### src/rtl/dp_rr_arb_pkg.sv
// Shared definitions for the dual-grant round-robin arbiter: server FSM
// state encoding, the "no requester" index and the server count.
package dp_rr_arb_pkg;

    typedef enum logic {
        ST_IDLE = 1'b0,
        ST_BUSY = 1'b1
    } srv_state_e;

    localparam int IDX_NONE = 0;
    localparam int NUM_SRV  = 2;

endpackage

### src/rtl/dp_rot_enc.sv
// Combinational dual-priority encoder on a pointer-rotated request vector.
// Returns the 1-based absolute indices of the first and second winners (0 = none).
module dp_rot_enc
    import dp_rr_arb_pkg::*;
#(
    parameter int N  = 12,
    parameter int IW = 4
) (
    input  logic [N-1:0]  req_i,
    input  logic [IW-1:0] ptr_i,
    output logic [IW-1:0] first_o,
    output logic [IW-1:0] second_o
);

    localparam logic [IW-1:0] NONE = IW'(IDX_NONE);

    // rot[k] is the request at priority rank k: rank 0 is index ptr, then ptr-1, ...
    logic [N-1:0] rot;

    genvar gi;
    generate
        for (gi = 0; gi < N; gi++) begin : g_rot
            localparam logic [IW-1:0] GI = IW'(gi);
            logic [IW-1:0] src;
            assign src     = (ptr_i > GI) ? (ptr_i - GI - IW'(1)) : (ptr_i + IW'(N - 1) - GI);
            assign rot[gi] = req_i[src];
        end
    endgenerate

    logic [IW-1:0] rank1;
    logic [IW-1:0] rank2;
    logic          valid1;
    logic          valid2;

    always_comb begin
        rank1  = '0;
        rank2  = '0;
        valid1 = 1'b0;
        valid2 = 1'b0;
        for (int k = 0; k < N; k++) begin
            if (rot[k]) begin
                if (!valid1) begin
                    valid1 = 1'b1;
                    rank1  = IW'(k);
                end else if (!valid2) begin
                    valid2 = 1'b1;
                    rank2  = IW'(k);
                end
            end
        end
    end

    // Rank k maps back to absolute index ptr-k, wrapping below 1 up to N.
    function automatic logic [IW-1:0] unrotate(input logic [IW-1:0] p, input logic [IW-1:0] k);
        return (p > k) ? (p - k) : (p + IW'(N) - k);
    endfunction

    assign first_o  = valid1 ? unrotate(ptr_i, rank1) : NONE;
    assign second_o = valid2 ? unrotate(ptr_i, rank2) : NONE;

endmodule

### src/rtl/dp_rr_arb.sv
// Round-robin arbiter sharing two identical servers (A, B) among N requesters.
// Define DP_ARB_TIMEOUT_EN to add per-server busy timeouts with forced release.
module dp_rr_arb
    import dp_rr_arb_pkg::*;
#(
    parameter int N  = 12,
    parameter int IW = 4
`ifdef DP_ARB_TIMEOUT_EN
    ,
    parameter int TO_CYCLES = 8
`endif
) (
    input  logic          clk,
    input  logic          reset,
    input  logic [N-1:0]  req,
    input  logic          done_a,
    input  logic          done_b,
    output logic [IW-1:0] grant_a,
    output logic [IW-1:0] grant_b,
    output logic          timeout_a,
    output logic          timeout_b
);

    localparam logic [IW-1:0] NONE = IW'(IDX_NONE);
`ifdef DP_ARB_TIMEOUT_EN
    localparam int CW = $clog2(TO_CYCLES + 1);
`endif

    logic [NUM_SRV-1:0]          done;
    logic [NUM_SRV-1:0]          idle;
    logic [NUM_SRV-1:0]          timeout;
    logic [NUM_SRV-1:0][IW-1:0]  grant;
    logic [NUM_SRV-1:0][IW-1:0]  new_idx;
    logic [N-1:0]                held;
    logic [N-1:0]                elig;
    logic [IW-1:0]               first_idx;
    logic [IW-1:0]               second_idx;
    logic [IW-1:0]               last_idx;
    logic [IW-1:0]               ptr_q;
    logic [IW-1:0]               ptr_d;

    assign done = {done_b, done_a};

    genvar gi;
    generate
        for (gi = 0; gi < N; gi++) begin : g_held
            assign held[gi] = (grant[0] == IW'(gi + 1)) || (grant[1] == IW'(gi + 1));
        end
    endgenerate

    // An idle server holds 0, so masking by both grants only removes the busy server's index.
    assign elig = req & ~held;

    dp_rot_enc #(
        .N  (N),
        .IW (IW)
    ) u_enc (
        .req_i    (elig),
        .ptr_i    (ptr_q),
        .first_o  (first_idx),
        .second_o (second_idx)
    );

    assign new_idx[0] = idle[0] ? first_idx : NONE;
    assign new_idx[1] = !idle[1] ? NONE : (idle[0] ? second_idx : first_idx);

    // B's grant is always the lower-priority one when both issue together.
    assign last_idx = (new_idx[1] != NONE) ? new_idx[1] : new_idx[0];

    always_comb begin
        ptr_d = ptr_q;
        if (last_idx != NONE) begin
            ptr_d = (last_idx == IW'(1)) ? IW'(N) : (last_idx - IW'(1));
        end
    end

    always_ff @(posedge clk) begin
        if (reset) begin
            ptr_q <= IW'(N);
        end else begin
            ptr_q <= ptr_d;
        end
    end

    generate
        for (gi = 0; gi < NUM_SRV; gi++) begin : g_srv
            srv_state_e    state_q;
            srv_state_e    state_d;
            logic [IW-1:0] grant_q;
            logic [IW-1:0] grant_d;
`ifdef DP_ARB_TIMEOUT_EN
            logic [CW-1:0] cnt_q;
            logic [CW-1:0] cnt_d;
            logic          to_q;
            logic          to_d;
`endif

            always_comb begin
                state_d = state_q;
                grant_d = grant_q;
`ifdef DP_ARB_TIMEOUT_EN
                cnt_d   = cnt_q;
                to_d    = 1'b0;
`endif
                case (state_q)
                    ST_IDLE: begin
                        if (new_idx[gi] != NONE) begin
                            state_d = ST_BUSY;
                            grant_d = new_idx[gi];
`ifdef DP_ARB_TIMEOUT_EN
                            cnt_d   = '0;
`endif
                        end
                    end
                    ST_BUSY: begin
                        if (done[gi]) begin
                            state_d = ST_IDLE;
                            grant_d = NONE;
`ifdef DP_ARB_TIMEOUT_EN
                        end else if (cnt_q == CW'(TO_CYCLES - 1)) begin
                            state_d = ST_IDLE;
                            grant_d = NONE;
                            to_d    = 1'b1;
                        end else begin
                            cnt_d   = cnt_q + CW'(1);
`endif
                        end
                    end
                    default: begin
                        state_d = ST_IDLE;
                        grant_d = NONE;
                    end
                endcase
            end

            always_ff @(posedge clk) begin
                if (reset) begin
                    state_q <= ST_IDLE;
                    grant_q <= NONE;
`ifdef DP_ARB_TIMEOUT_EN
                    cnt_q   <= '0;
                    to_q    <= 1'b0;
`endif
                end else begin
                    state_q <= state_d;
                    grant_q <= grant_d;
`ifdef DP_ARB_TIMEOUT_EN
                    cnt_q   <= cnt_d;
                    to_q    <= to_d;
`endif
                end
            end

            assign idle[gi]  = (state_q == ST_IDLE);
            assign grant[gi] = grant_q;
`ifdef DP_ARB_TIMEOUT_EN
            assign timeout[gi] = to_q;
`else
            assign timeout[gi] = 1'b0;
`endif
        end
    endgenerate

    assign grant_a   = grant[0];
    assign grant_b   = grant[1];
    assign timeout_a = timeout[0];
    assign timeout_b = timeout[1];

endmodule

### config.mk
export PLATFORM = sky130hd
export DESIGN_NAME = dp_rr_arb
export DESIGN_NICKNAME = d
export VERILOG_FILES = /design/src/rtl/dp_rr_arb_pkg.sv /design/src/rtl/dp_rot_enc.sv /design/src/rtl/dp_rr_arb.sv
export SDC_FILE = /design/constraint.sdc
export NUM_CORES = 1
export LEC_CHECK = 0
export CAP_MARGIN = 20
export CORE_AREA = 2 2 97 99
export DETAILED_ROUTE_END_ITERATION = 10
export DIE_AREA = 0 0 99 101
export PLACE_DENSITY = 0.67
export SKIP_CTS_REPAIR_TIMING = 1
export SLEW_MARGIN = 20
export SYNTH_ARGS = -nofsm -noshare
export SYNTH_HDL_FRONTEND = slang
export SYNTH_SLANG_ARGS = --single-unit
### constraint.sdc
create_clock -name clk -period 10.2 [get_ports clk]
set_input_delay 2.04 -clock clk [delete_from_list [all_inputs] [get_ports clk]]
set_output_delay 2.04 -clock clk [all_outputs]
set_load 0.005 [all_outputs]
==> impl_metrics.py, run 1 <==
metrics = {
    "sta": {
        "slew_viol_final": 0,
        "finalSetupTns_ps": 0,
        "slew_headroom_pct": 39.8,
        "hold_violations": 0,
        "rsz0062_at_grt": "no",
        "skew_ps": 1.10,
        "period_share_pct": 85.8,
        "fin_crit_ps": 8760,
        "worst_slack_ps": 1440,
        "worst_pin_slew_ps": 903,
        "setup_viol": 0,
        "fmax_mhz": 114,
    },
    "die": {
        "fp.dieW_um": 99,
        "die_y_um": 101,
        "core_area_um2": 8980,
        "rows": 35,
        "start_util_pct": 48.5,
        "ioPinCount": 26,
        "die_area_um2": 10000,
    },
    "route": {
        "remaining_drc_errors": 0,
        "wl_mm": 12.6,
        "vias": 4283,
        "detail_route.iter0.violations": 352,
        "vias_per_cell": 6.73,
        "wl_per_cell_um": 19.9,
        "ant_nets": 0,
        "firstDrtPassIters": 5,
    },
    "place": {
        "dp_hpwl_mm": 9.61,
        "dp_slack_ps": 913,
        "routabilityCongestion": 0.951,
        "port_buffers": 23,
    },
    "final_layout": {
        "synthToLayoutAreaGrowth_pct": 6.67,
        "fillers": 852,
        "mostFrequentLayoutCells": "nor2_1, ha_1, a21oi_1, nand2_1",
        "layout_commonest_cell": "nor2_1",
        "antenna_cells": 0,
        "drive_gt1_share_pct": 12.4,
        "nets": 580,
    },
    "setup_path": {
        "cp_max_fo": 11,
        "cp-end-kind": "register",
        "slowest_stage": "nor3_2",
        "crit_arrival_ps": 8890,
        "worstPathRequired_ps": 10330,
        "crit_path_max_incr_delay_ps": 570,
        "worst_setup_path_start_kind": "primary input",
        "crit_type": "primary input to register",
    },
    "global_routing": {
        "grtUsageTotal_pct": 25.0,
        "overflow": 0,
        "antenna_found_initial": 0,
        "grt_pass1_wl_mm": 20.6,
        "grt_max_degree": 37,
        "grt_pass1_vias": 4111,
    },
    "clock_network": {
        "cts_buffers": 3,
        "clock_sinks": 14,
        "cts-htree-levels": 1,
        "cts_buffer_depth": 2,
        "clk_pin_slew_ps": 60,
        "cts_root_buf": "clkbuf_8",
        "clk_latency_ps": 240,
        "cts_tree": "built",
    },
    "synth": {
        "yosysSeqAreaShare_pct": 6.44,
        "muxShareOfSynthArea_pct": 17.5,
        "synth_flop_cell": "dfxtp_1",
        "synthDistinctLibCells": 94,
        "yosys_warnings": 0,
        "synth_fa_ha_area_share_pct": 11.3,
        "async_reset_ff_share_pct": 0,
        "synth_compound_area_share_pct": 27.4,
        "synth-simple-area-share_pct": 24.9,
        "synth_xor_area_share_pct": 6.35,
        "ys_ff_latch": 14,
        "synth_edf_count": 0,
        "postSynthAreaPerCell_um2": 8.34,
        "synth_area_um2": 4350,
        "synth_top_family_by_area": "compound AO/OA/AOI/OAI gates",
        "synth_cells": 522,
    },
    "run_status": {
        "status": "completed",
    },
    "worst_hold_path": {
        "holdCritPathClass": "register to register",
    },
    "run": {
        "maxCapViolCount": 0,
    },
}
## final timing paths
| kind | from | endpoint | slack, ps | cells past startpoint |
|---|---|---|---|---|
| min reg2reg | grant_a[3] | grant_a[3] | 640 | 2 |
| max reg2reg | ptr_q[0] | ptr_q[3] | 1730 | 37 |
| max | req[2] | ptr_q[3] | 1440 | 31 |
| min | grant_a[3] | grant_a[3] | 640 | 2 |
## kinds of logic after synthesis
family / Yosys count
and+or+nand+nor: 183
AOI/OAI and AO/OA: 158
buffers and inverters: 53
muxes: 48
adders and majority gates: 38
xor gates and xnor gates: 27
DFF: 14
other: 1
## routing by layer
| layer | vias to the layer above | global-route usage (%) | part of all wire [%] |
|---|---|---|---|
| li1 | 2023 | - | - |
| met1 | 2074 | 33.7 | 44 |
| met2 | 161 | 43.3 | 48 |
| met3 | 25 | 1.53 | 5.7 |
| met4 | 0 | 7.17 | 2.3 |
| met5 | - | 0 | 0 |
## synth_stat cells, types with 7 or more instances
cell type / instances / area [µm²]
ha_1: 36 / 450
nor3_1: 15 / 75.1
o22ai_1: 7 / 43.8
mux2_2: 9 / 101
a211oi_1: 10 / 75.1
a21oi_1: 32 / 160
nand4bb_1: 9 / 101
dfxtp_1: 14 / 280
nand3_1: 9 / 45.0
inv_1: 22 / 82.6
nor2b_1: 8 / 50.1
xor2_1: 9 / 78.8
a21o_1: 7 / 52.6
o21ai_0: 23 / 115
mux2i_1: 16 / 160
nor2_1: 47 / 176
xnor2_1: 15 / 131
nand2b_1: 9 / 56.3
or3_1: 7 / 43.8
a31oi_1: 9 / 56.3
clkbuf_1: 10 / 37.5
mux4_2: 13 / 293
nand4_1: 7 / 43.8
nand2_1: 24 / 90.1
buf_4: 8 / 60.1
## stage by stage
step           hold slack [ps]  cell area [µm²]  utilization (%)  cells
6_report                   645             4640             51.7    636
4_1_cts                    653             4640             51.7    636
2_1_floorplan              631             4360                -    523
3_3_place_gp               637             4580             51.1    632
5_1_grt                    705             4640             51.7    636
3_5_place_dp               643             4580             51.1    632
## registers in the layout (all words and copies together) (netlist names)
name	count
grant_a	4
grant_b	4
ptr_q	4
g_srv.state_q	2
## critical path, delay by kind of cell
family | cells | cell delay [ps]
compound gates | 11 | 2200
xor+xnor | 1 | 280
fa+ha+maj | 4 | 1120
buf+inv | 3 | 550
mux | 4 | 1040
simple gates | 8 | 1640
## final cells by class
cell class	instances	area, µm²	area share, %
Clock buffer	4	55.1	1.19
Sequential cell	14	280	6.03
Multi-Input combinational cell	456	3820	82.2
Tap cell	111	139	2.99
Timing Repair Buffer	28	268	5.77
Inverter	23	86.3	1.86
Power of run 1 is not shown: default switching activity piles up to over one toggle a cycle in this logic, so the estimate is an artifact.
==> inputs of run 2 (changes only) <==
--- a/config.mk
+++ b/config.mk
@@ -7,6 +7,7 @@
 export LEC_CHECK = 0
 export CAP_MARGIN = 20
 export CORE_AREA = 2 2 97 99
+export CTS_CLUSTER_DIAMETER = 150
 export DETAILED_ROUTE_END_ITERATION = 10
 export DIE_AREA = 0 0 99 101
 export PLACE_DENSITY = 0.67
==> results of run 2 <==
The final DEF is identical to that of run 1; final timing and power are the same.
Power of run 2 is left out for the same reason.
==> inputs of run 3 (changes only) <==
--- a/config.mk
+++ b/config.mk
@@ -10,7 +10,7 @@
 export CTS_CLUSTER_DIAMETER = 150
 export DETAILED_ROUTE_END_ITERATION = 10
 export DIE_AREA = 0 0 99 101
-export PLACE_DENSITY = 0.67
+export PLACE_DENSITY = 0.7
 export SKIP_CTS_REPAIR_TIMING = 1
 export SLEW_MARGIN = 20
 export SYNTH_ARGS = -nofsm -noshare
==> run 3 against run 2 <==
Clock-buffer cell count unchanged; wire length is 1.9% higher; global-route usage increased by 0.34 points.
==> impl_metrics.py, run 3 (synthesis gave the netlist of run 1 again) <==
metrics = {
    "run_status": {
        "status": "completed",
    },
    "global_routing": {
        "grtUsageTotal_pct": 25.4,
        "grt_pass1_wl_mm": 20.8,
        "grt_max_degree": 37,
        "overflow": 0,
        "grt_pass1_vias": 4176,
        "antenna_found_initial": 0,
    },
    "route": {
        "wl_met1_mm": 5.36,
        "wl_per_cell_um": 20.2,
        "vias": 4405,
        "firstDrtPassIters": 7,
        "remaining_drc_errors": 0,
        "ant_nets": 0,
        "detail_route.iter0.violations": 411,
        "wl_met3_um": 889,
        "wl_mm": 12.9,
        "met2_wirelength_mm": 6.12,
        "vias_per_cell": 6.93,
        "top_layer_used": "met4",
    },
    "setup_path": {
        "worst_setup_path_start_kind": "primary input",
        "setup.worst_path.start": "req[5]",
        "cp_max_fo": 11,
        "rr_startpoint": "ptr_q[1]",
        "slowest_stage": "nor3_1",
        "worstPathRequired_ps": 10350,
        "crit_type": "primary input to register",
        "crit_arrival_ps": 9280,
        "crit_path_max_incr_delay_ps": 870,
        "cp-end-kind": "register",
    },
    "final_layout": {
        "mostFrequentLayoutCells": "nor2_1, ha_1, a21oi_1, nand2_1",
        "multi_input_area_um2": 3810,
        "nets": 580,
        "stdcell_area_um2": 4640,
        "drive_gt1_share_pct": 12.2,
        "synthToLayoutAreaGrowth_pct": 6.55,
        "antenna_cells": 0,
        "fillers": 853,
        "layout_commonest_cell": "nor2_1",
        "seq_area_um2": 280,
    },
    "die": {
        "fp.dieW_um": 99,
        "die_y_um": 101,
        "rows": 35,
        "ioPinCount": 26,
        "start_util_pct": 48.5,
        "die_area_um2": 10000,
        "core_area_um2": 8980,
    },
    "clock_network": {
        "clock_sinks": 14,
        "cts_buffers": 3,
        "clk_pin_slew_ps": 60,
        "cts_buffer_depth": 2,
        "clk_latency_ps": 260,
        "cts_root_buf": "clkbuf_8",
        "cts_tree": "built",
        "cts-htree-levels": 1,
    },
    "worst_hold_path": {
        "hp-start": "grant_a[3]",
        "holdCritPathClass": "register to register",
    },
    "sta": {
        "worst_pin_slew_ps": 1020,
        "slew_headroom_pct": 31.1,
        "fin_crit_ps": 9130,
        "skew_ps": 5.84,
        "holdWs_ps": 640,
        "slew_viol_final": 0,
        "rsz0062_at_grt": "no",
        "finalSetupTns_ps": 0,
        "fmax_mhz": 109,
        "setup_viol": 0,
        "period_share_pct": 89.5,
        "hold_violations": 0,
    },
    "place": {
        "placed_cell_area_um2": 4580,
        "dp_hpwl_mm": 9.75,
        "port_buffers": 23,
        "routabilityCongestion": 0.946,
    },
    "run": {
        "maxCapViolCount": 0,
    },
}
## run 3: cell types whose count changed in the layout (fill, tap and decap cells not counted)
| cell | delta |
|---|---|
| nor3_2 | -1 |
| nor3_1 | +1 |
## run 3: path summary, 6_finish.rpt
path,endpoint,slack [ps],cells past startpoint
max,ptr_q[3],1070,31
min,grant_a[3],640,2
max reg2reg,ptr_q[3],1170,37
min reg2reg,grant_a[3],640,2
## run 3: area by class of cell
type / count / share of cell area, %
Inverter: 23 / 1.86
Sequential cell: 14 / 6.04
Multi-Input combinational cell: 456 / 82.1
Clock buffer: 4 / 1.19
Timing Repair Buffer: 28 / 5.77
Tap cell: 111 / 2.99
## run 3: metal layers
metal	GRT usage [%]	vias up
li1	-	2032
met1	32.0	2106
met2	43.4	221
met3	4.09	46
met4	9.80	0
met5	0	-
## run 3: per-stage QoR
stage	setup slack, ps	cells	util, %
floorplan	2490	523	-
detailed placement	977	632	51.1
global placement	1280	632	51.1
CTS	1200	636	51.7
global route	415	636	51.7
finish	1070	636	51.7
## run 3: critical path: cells and delay by family
kind,cells,cell delay [ps]
AOI/OAI and AO/OA,10,2020
and+or+nand+nor,10,2370
adders and majority gates,4,1120
muxes,3,880
buffers and inverters,3,570
xor gates and xnor gates,1,290
Power of run 3 is left out for the same reason.
